==> src/rtl/lowentropy_codebook_ctrl.sv <==
// Prefix sequencer for one low-entropy codebook: builds the symbol prefix, emits codewords or raw flushes.
// Optional CODEBOOK_STATS_EN adds 32-bit emitted-code and emitted-bit counters.
module lowentropy_codebook_ctrl #(
    parameter int CODEBOOK_LENGTH_MAX = 64,
    parameter int ENCODE_DATALENGTH   = 21,
    parameter int AP_CNT_MAX          = 3
) (
    input  logic                           clk_i,
    input  logic                           rst_i,
    input  logic                           sym_valid_i,
    input  logic [3:0]                     sym_i,
    output logic                           sym_ready_o,
    input  logic                           flush_i,
    output logic                           flush_done_o,
    output logic [5:0]                     cb_ap_cnt_o,
    output logic [CODEBOOK_LENGTH_MAX-1:0] cb_ap_data_o,
    input  logic                           cb_match_i,
    input  logic [5:0]                     cb_length_i,
    input  logic [ENCODE_DATALENGTH-1:0]   cb_data_i,
    output logic                           code_valid_o,
    input  logic                           code_ready_i,
    output logic [5:0]                     code_length_o,
    output logic [ENCODE_DATALENGTH-1:0]   code_data_o,
    output logic                           code_flush_o,
    output logic                           err_o
`ifdef CODEBOOK_STATS_EN
    ,
    output logic [31:0]                    stat_codes_o,
    output logic [31:0]                    stat_bits_o
`endif
);

    typedef enum logic [2:0] {
        S_IDLE   = 3'd0,
        S_LOOKUP = 3'd1,
        S_EMIT   = 3'd2,
        S_FLUSH  = 3'd3,
        S_ERR    = 3'd4
    } state_t;

    state_t                          state, state_nxt;
    logic [5:0]                      ap_cnt;
    logic [CODEBOOK_LENGTH_MAX-1:0]  ap_data;
    logic                            sym_take;
    logic                            ap_clr;

    // Codebook results captured during LOOKUP, presented during EMIT.
    logic [5:0]                      code_length_p1;
    logic [ENCODE_DATALENGTH-1:0]    code_data_p1;

    assign cb_ap_cnt_o  = ap_cnt;
    assign cb_ap_data_o = ap_data;
    assign sym_take     = (state == S_IDLE) && sym_valid_i;

    always_ff @(posedge clk_i) begin
        if (rst_i) begin
            state   <= S_IDLE;
            ap_cnt  <= '0;
            ap_data <= '0;
        end else begin
            state <= state_nxt;
            if (ap_clr) begin
                ap_cnt  <= '0;
                ap_data <= '0;
            end else if (sym_take) begin
                ap_cnt  <= ap_cnt + 6'd1;
                ap_data <= {ap_data[CODEBOOK_LENGTH_MAX-5:0], sym_i};
            end
        end
    end

    // Stage p1: codebook lookup result registered
    always_ff @(posedge clk_i) begin
        if (state == S_LOOKUP) begin
            code_length_p1 <= cb_length_i;
            code_data_p1   <= cb_data_i;
        end
    end

    always_comb begin
        state_nxt     = state;
        sym_ready_o   = 1'b0;
        code_valid_o  = 1'b0;
        code_flush_o  = 1'b0;
        flush_done_o  = 1'b0;
        code_length_o = '0;
        code_data_o   = '0;
        err_o         = 1'b0;
        ap_clr        = 1'b0;
        case (state)
            S_IDLE: begin
                sym_ready_o = 1'b1;
                if (sym_valid_i) begin
                    state_nxt = S_LOOKUP;
                end else if (flush_i) begin
                    if (ap_cnt == 6'd0) flush_done_o = 1'b1;
                    else                state_nxt    = S_FLUSH;
                end
            end
            S_LOOKUP: begin
                if (cb_match_i)                    state_nxt = S_EMIT;
                else if (ap_cnt == 6'(AP_CNT_MAX)) state_nxt = S_ERR;
                else                               state_nxt = S_IDLE;
            end
            S_EMIT: begin
                code_valid_o  = 1'b1;
                code_length_o = code_length_p1;
                code_data_o   = code_data_p1;
                if (code_ready_i) begin
                    ap_clr    = 1'b1;
                    state_nxt = S_IDLE;
                end
            end
            S_FLUSH: begin
                // Raw prefix goes out as-is: 4 bits per pending symbol.
                code_valid_o  = 1'b1;
                code_flush_o  = 1'b1;
                code_length_o = ap_cnt << 2;
                code_data_o   = ENCODE_DATALENGTH'(ap_data[4*AP_CNT_MAX-1:0]);
                if (code_ready_i) begin
                    ap_clr       = 1'b1;
                    flush_done_o = 1'b1;
                    state_nxt    = S_IDLE;
                end
            end
            S_ERR: begin
                err_o = 1'b1;
            end
            default: begin
                state_nxt = S_IDLE;
            end
        endcase
    end

`ifdef CODEBOOK_STATS_EN
    logic [31:0] stat_codes_q;
    logic [31:0] stat_bits_q;

    always_ff @(posedge clk_i) begin
        if (rst_i) begin
            stat_codes_q <= '0;
            stat_bits_q  <= '0;
        end else if (code_valid_o && code_ready_i) begin
            if (!code_flush_o) stat_codes_q <= stat_codes_q + 32'd1;
            stat_bits_q <= stat_bits_q + 32'(code_length_o);
        end
    end

    assign stat_codes_o = stat_codes_q;
    assign stat_bits_o  = stat_bits_q;
`endif

endmodule

==> config.mk <==
export PLATFORM = sky130hd
export DESIGN_NAME = lowentropy_codebook_ctrl
export DESIGN_NICKNAME = d
export VERILOG_FILES = /design/src/rtl/lowentropy_codebook_ctrl.sv
export SDC_FILE = /design/constraint.sdc
export NUM_CORES = 1
export LEC_CHECK = 0
export BUFFER_PORTS_ARGS = -buffer_cell sky130_fd_sc_hd__buf_2
export CAP_MARGIN = 15
export CORE_MARGIN = 2
export CORE_UTILIZATION = 45
export DETAILED_ROUTE_END_ITERATION = 8
export PLACE_DENSITY = 0.73
export SLEW_MARGIN = 20
export SYNTH_ARGS = -nofsm -noshare
export SYNTH_HDL_FRONTEND = slang
export SYNTH_SLANG_ARGS = --single-unit
==> constraint.sdc <==
create_clock -name clk_i -period 5.7 [get_ports clk_i]
set_input_delay 1.14 -clock clk_i [delete_from_list [all_inputs] [get_ports clk_i]]
set_output_delay 1.14 -clock clk_i [all_outputs]
set_load 0.01 [all_outputs]
**Word-level counts from Yosys, hierarchy flattened**

Cells that the tools add are included.
Widths: inputs -> output; s select.

- Flip-flop bits (word level): 100
- Bits of input ports: 37
- Output and inout port bits: 102
- Word-level logic and storage cells: 40

- $add $sub $neg: 1
- Equal/unequal tests: 8
- Mux-type cells: 19
- Bitwise gates (word level): 1
- Reduce and logical (&&, ||, !) cells: 6

Operator list:

| operator | number |
|---|---|
| $pmux 21 s2 | 1 |
| $mux 3 | 6 |
| $pmux 3 s4 | 1 |
| $pmux 6 s2 | 1 |
| $mux 1 | 9 |
| $add 6x1->6 const B | 1 |
| $eq 3x2->1 const B | 2 |
| $eq 6x2->1 const B | 1 |
| $logic_not 6->1 | 1 |
| $ne 3x3->1 const B | 2 |
| $reduce_and 4->1 | 1 |
| $reduce_or 2->1 | 2 |
| $eq 3x1->1 const B | 1 |
| $eq 3x3->1 const B | 1 |
| $logic_not 3->1 | 1 |
| $ne 2x1->1 const B | 1 |
| $pmux 1 s2 | 1 |
| $logic_and 1x1->1 | 1 |
| $not 1->1 | 1 |

**Depth between registers and ports, before layout**

- Depth in word-level cells: 5
- Mapped depth: 8
- Depth with buffers taken out: 5

**Worst setup path before layout**

Ideal clock, no wire load.

- Path type: reg2reg
- Start point: reg state[0]
- End point: reg code_data_p1[0], enable pin
- Setup time: 0.445 ns
- Arrival: 2.457 ns
- Required time: 5.255 ns
- Setup slack: 2.798 ns
- Stages on the path, launching flop included: 4
- Buffers on the path: 1
- Clock period less this slack: 2.902 ns
- Cells stage by stage: dfxtp_1 buf_2 inv_1 nor3_1

- Word-level cells in the longest chain between the ends: 1

RTL lines:

| element | RTL line | text |
|---|---|---|
| start, declared | 41 | `state_t state, state_nxt;` |
| start signal, assigned | 61 | `state <= state_nxt;` |
| $eq 3x1->1 | 74 | `if (state == S_LOOKUP) begin` |
| end signal, assigned | 76 | `code_data_p1 <= cb_data_i;` |
| end, declared | 49 | `logic [ENCODE_DATALENGTH-1:0] code_data_p1;` |

Every way passes these cells.
A chain may end at the register's enable or synchronous reset.

**Worst setup path after layout**

- Start point: reg state[1]
- End point: out code_data_o[12]

- Word-level cells in the longest chain between the ends: 2
- Elaborated cells on any way between the ends: 3
- Classes of those cells: 2 x eq/ne; 1 x mux

RTL lines:

| element | RTL line | text |
|---|---|---|
| $eq 3x2->1 | 90 | `case (state)` |
| $pmux 21 s2 * | 90 |  |
| end, declared | 23 | `output logic [ENCODE_DATALENGTH-1:0] code_data_o,` |

Every way passes the cells marked *; elsewhere a longest branch is shown, timed or not.

==> results by stage <==
Yosys:
- The portion of netlist area occupied by mux cells is ~4.1%.
- Summing the areas of all compound-gate instances in the mapped netlist gives between 10% and 20% of the synthesized area.
- The biggest area contributor in the post-synthesis netlist is sky130_fd_sc_hd__dfxtp_1.
- The post-synthesis register bit count is 100.
- The proportion of synthesized chip area in sequential cells is 58.5%.
- The warning count from the yosys run is 0.
- Sorting the synthesized cells by how often they occur yields sky130_fd_sc_hd__nand2_1 (135), sky130_fd_sc_hd__dfxtp_1 (73), sky130_fd_sc_hd__a21oi_1 (69).
- By area the synthesized netlist is led by sky130_fd_sc_hd__dfxtp_1 (38%), sky130_fd_sc_hd__edfxtp_1 (21%), sky130_fd_sc_hd__nand2_1 (13%), sky130_fd_sc_hd__a21oi_1 (8.9%), sky130_fd_sc_hd__mux2i_1 (4.1%).
- The adder-cell share of the synthesized area is less than 1%.
- The synthesized net count is roughly 460.
- The netlist uses 34 different library cells.
- The flip-flop cell with the highest count after synthesis is sky130_fd_sc_hd__dfxtp_1.
- The share of synthesized cell area in and, or, nand and nor gates is about a fifth.
- By area, the combinational part of the netlist is dominated by simple AND/OR/NAND/NOR gates.
- The area share of the largest cell type after synthesis is 37.6%.
- The post-synthesis average cell area is 9.27 sq um.
- The most numerous cell in the Yosys netlist is sky130_fd_sc_hd__nand2_1.
- In this run the cell area of the synthesized design comes to approximately 0.0039 sq mm.
- Synthesis handed over a netlist of 419 instances.
- After Yosys synthesis, XOR and XNOR cells account for 0.902% of the synthesized area.
- The count of flip-flops with a built-in enable after synthesis is 27.
- Of all flip-flops after synthesis, the portion carrying an async set or reset was 0%.

STA:
- Setup repair after global routing left no endpoint under its margin.
- For this run, the top clock speed supported by timing is 313 MHz.
- The number of failing hold endpoints at the final stage is 0.
- On the final layout, the worst hold slack is 0.457 ns.
- For the finished layout, the period the worst path requires is approximately 3.2 ns.
- In the final timing run, aggregate negative setup slack is 0 ns.
- The number of setup violations in the final report is 0.
- Clock skew on the completed layout was measured at 0.00914 ns.
- The relative max-transition margin is approximately 47%.
- The number of pins with negative max-slew slack in the final report is 0.
- The worst path uses roughly 56% of the clock period.
- The actual transition at the worst max-transition pin is 0.793 ns.

Clocking:
- For this design, the CTS-stage hold fixing added 0 buffers.
- The number of post-CTS setup repair buffers is 0.
- Clock latency on the worst-skew pair, taken at its later pin, is 0.35 ns.
- The number of CTS-inserted buffers is 9.
- The post-cts gate resize count is 0.
- The maximum level of the CTS H-tree is 3.
- The root buffer cell is sky130_fd_sc_hd__clkbuf_8.
- The worst-case clock buffer depth is 2.
- The clock-pin slew on the worst setup and hold paths is 0.09 ns.
- The clock sink total is 100.
- The CTS tree is done.

Floorplanning:
- For this design the top-level I/O count stands at 139.
- The core footprint is between 0.008 and 0.009 sq mm.
- The die area is 0.00939 sq mm.
- From left edge to right edge, the die measures 96.9 um.
- The initial core utilization is 46.8%.
- The die extent in y is 96.9 um.
- The number of rows created at floorplan is 33.

Power and ir drop:
- The share of power burned in the clock network is 27.4%.
- The design draws between 0.0015 and 0.002 W.
- The sequential share of power is 50.1%.
- The switching power of the nets is 0.000503 W.
- The analysis attributes to cell leakage a power of 2.03 nW.
- Of the total power, combinational logic draws 22.5%.
- The highest ir drop seen on vdd is 179 uV.
- The internal power contribution is between 0.001 and 0.0015 W.
- Net switching is 30.9% of the power.
- The total power per unit cell area is 341 mW/mm^2.

Global route:
- The first global-routing pass estimated about 14,000 um of wire.
- The total congestion overflow after global routing is 0.
- The initial antenna violation count is 0.
- Entering global routing, the biggest net connects just over 70 pins.
- The number of global-route vias before repair came to approximately 2.9k.
- Global routing used ~18% of the available tracks.

Worst setup path:
- The delay of the slowest cell on the worst path is 0.63 ns.
- In this run the worst path has a maximum fanout of 11.
- The critical path contains buffers and inverters numbering 2 combined.
- The signal on the critical path passes through inv_1 -> nor3_1 -> and2_1 -> buf_2.
- The launching point of the worst reg2reg path is state[1]$_SDFFE_PP0P_.
- The category of the critical setup timing path is reg2out.
- The worst register-to-register path has a depth of 5.
- The internal reg-to-reg setup slack is 3.44 ns.
- The cell family contributing the most delay on the critical path is simple AND/OR/NAND/NOR gates.
- The critical path endpoint category is an output port.
- In this run the critical register-to-register path is captured at cb_ap_cnt_o[4]$_SDFFE_PP0P_.
- The category of the worst setup path launch point is a register.
- The signal arrival time at the worst endpoint is between 2 and 2.5 ns.
- The critical path's slowest cell is sky130_fd_sc_hd__nor3_1.
- For the worst setup path, the data required time is 4.56 ns.

Layout:
- The number of nets in the layout is 582.
- Of the cells placed in the final design, the portion with a size suffix greater than 1 is roughly 30%.
- Relative to the synthesized area, the layout overhead comes to 22.7%.
- The layout filler cell count is 758.
- The final antenna diode count is 0.

Hold path:
- The startpoint of the tightest hold check path is cb_ap_data_o[63]$_SDFFE_PP0P_.
- The min-delay analysis places its worst path in the category reg2reg.
- The worst hold path was traced through 2 stages.
- The worst hold endpoint is cb_ap_data_o[63]$_SDFFE_PP0P_.

Detailed routing:
- The vias after detailed routing is roughly 3.2k.
- The violation count after the first detailed-route iteration is 137.
- The detailed-route DRC error count is 0.
- The mean routed wirelength per cell is 13.0 um.
- The average vias per placed instance is 4.91.
- Once detail routing completed, the nets flagged for antenna violations numbered 0.
- The first-pass iteration count of the detailed router is 4.
- The total wirelength of the detailed-routed design is 8510 um.

Status:
- The flow ran to the end, and the final reports show no timing, DRC or antenna violations.

Place:
- The placed wire-length estimate is 5750 um.
- In this run the tool buffered the top-level ports with around 140 buffer cells.
- The global placer's final weighted congestion is ~0.8.

Flow run:
- The total of max-cap violations is 0.
-- power groups by stage --
stage	combinational, W	sequential, W	clock (W)
floorplan	0.000286	0.000826	0
global placement	0.000363	0.000828	0
detailed placement	0.000368	0.000831	0
CTS	0.000369	0.000814	0.000458
global route	0.000398	0.000820	0.000489
finish	0.000366	0.000814	0.000446
-- cell families after synthesis --
kind of cell / Yosys count
buffers and inverters: 36
adders and majority gates: 2
xor gates and xnor gates: 4
AOI/OAI and AO/OA: 76
DFF: 100
muxes: 16
and+or+nand+nor: 185
-- cell usage in the layout (no fill, tap or decap), types with 2 or more instances in the layout --
cell type and count:
sky130_fd_sc_hd__clkbuf_8 10, sky130_fd_sc_hd__dfxtp_1 73, sky130_fd_sc_hd__nand4_1 2, sky130_fd_sc_hd__mux2i_1 16
sky130_fd_sc_hd__and2_1 12, sky130_fd_sc_hd__a21oi_1 69, sky130_fd_sc_hd__ha_1 2, sky130_fd_sc_hd__buf_2 138
sky130_fd_sc_hd__buf_4 5, sky130_fd_sc_hd__xor2_1 4, sky130_fd_sc_hd__nor2_1 23, sky130_fd_sc_hd__edfxtp_1 27
sky130_fd_sc_hd__nand2_1 134, sky130_fd_sc_hd__inv_1 5, sky130_fd_sc_hd__nor3_1 2
-- worst max path at each step --
| stage | startpoint | end | slack [ns] | cells after the start |
|---|---|---|---|---|
| 2_1_floorplan | state[0]$_SDFFE_PP0P_ | code_data_p1[0]$_DFFE_PP_ | 2.80 | 3 |
| 3_3_place_gp | sym_valid_i | flush_done_o | 2.63 | 5 |
| 3_5_place_dp | sym_valid_i | flush_done_o | 2.63 | 5 |
| 4_1_cts | state[1]$_SDFFE_PP0P_ | code_data_o[14] | 2.49 | 4 |
| 5_1_grt | state[1]$_SDFFE_PP0P_ | code_length_o[1] | 2.28 | 4 |
| 6_report | state[1]$_SDFFE_PP0P_ | code_data_o[12] | 2.51 | 4 |
-- cell type report --
| class | count | area, sq um | share of cell area [%] |
|---|---|---|---|
| Inverter | 6 | 22.5 | 0.473 |
| Timing Repair Buffer | 143 | 728 | 15.3 |
| Clock buffer | 12 | 146 | 3.07 |
| Multi-Input combinational cell | 283 | 1410 | 29.7 |
| Sequential cell | 100 | 2270 | 47.7 |
| Clock inverter | 4 | 48.8 | 1.02 |
| Tap cell | 105 | 131 | 2.76 |
-- per-layer routing --
metal | GRT usage [%] | up-vias | wire [um] | share of wire [%]
li1 | - | 1626 | - | -
met4 | 6.83 | 0 | 165 | 1.9
met5 | 0 | - | 0 | 0
met3 | 4.41 | 15 | 496 | 5.8
met1 | 21.5 | 1468 | 3790 | 45
met2 | 29.8 | 99 | 4060 | 48
-- registers in the layout, summed over array words and instances (netlist names) --
register	flops
code_data_p1	21
cb_ap_data_o	64
cb_ap_cnt_o	6
state	3
code_length_p1	6
-- worst reg2reg max path, cell delays in order (launching register included) --
cell                       delay, ns
sky130_fd_sc_hd__dfxtp_1        0.57
sky130_fd_sc_hd__nand2b_1       0.50
sky130_fd_sc_hd__inv_1          0.21
sky130_fd_sc_hd__a21o_2         0.14
sky130_fd_sc_hd__buf_4          0.54
sky130_fd_sc_hd__nor2_1         0.17
-- per-stage QoR --
step | cells | setup WS, ns | utilization (%) | instance area [sq um]
2_1_floorplan | 419 | 2.80 | - | 3880
3_3_place_gp | 637 | 2.63 | 55.0 | 4570
3_5_place_dp | 637 | 2.63 | 55.0 | 4570
4_1_cts | 653 | 2.49 | 57.4 | 4760
5_1_grt | 653 | 2.28 | 57.4 | 4760
6_report | 653 | 2.51 | 57.4 | 4760
Note: power is estimated with default switching activity, not from simulation.
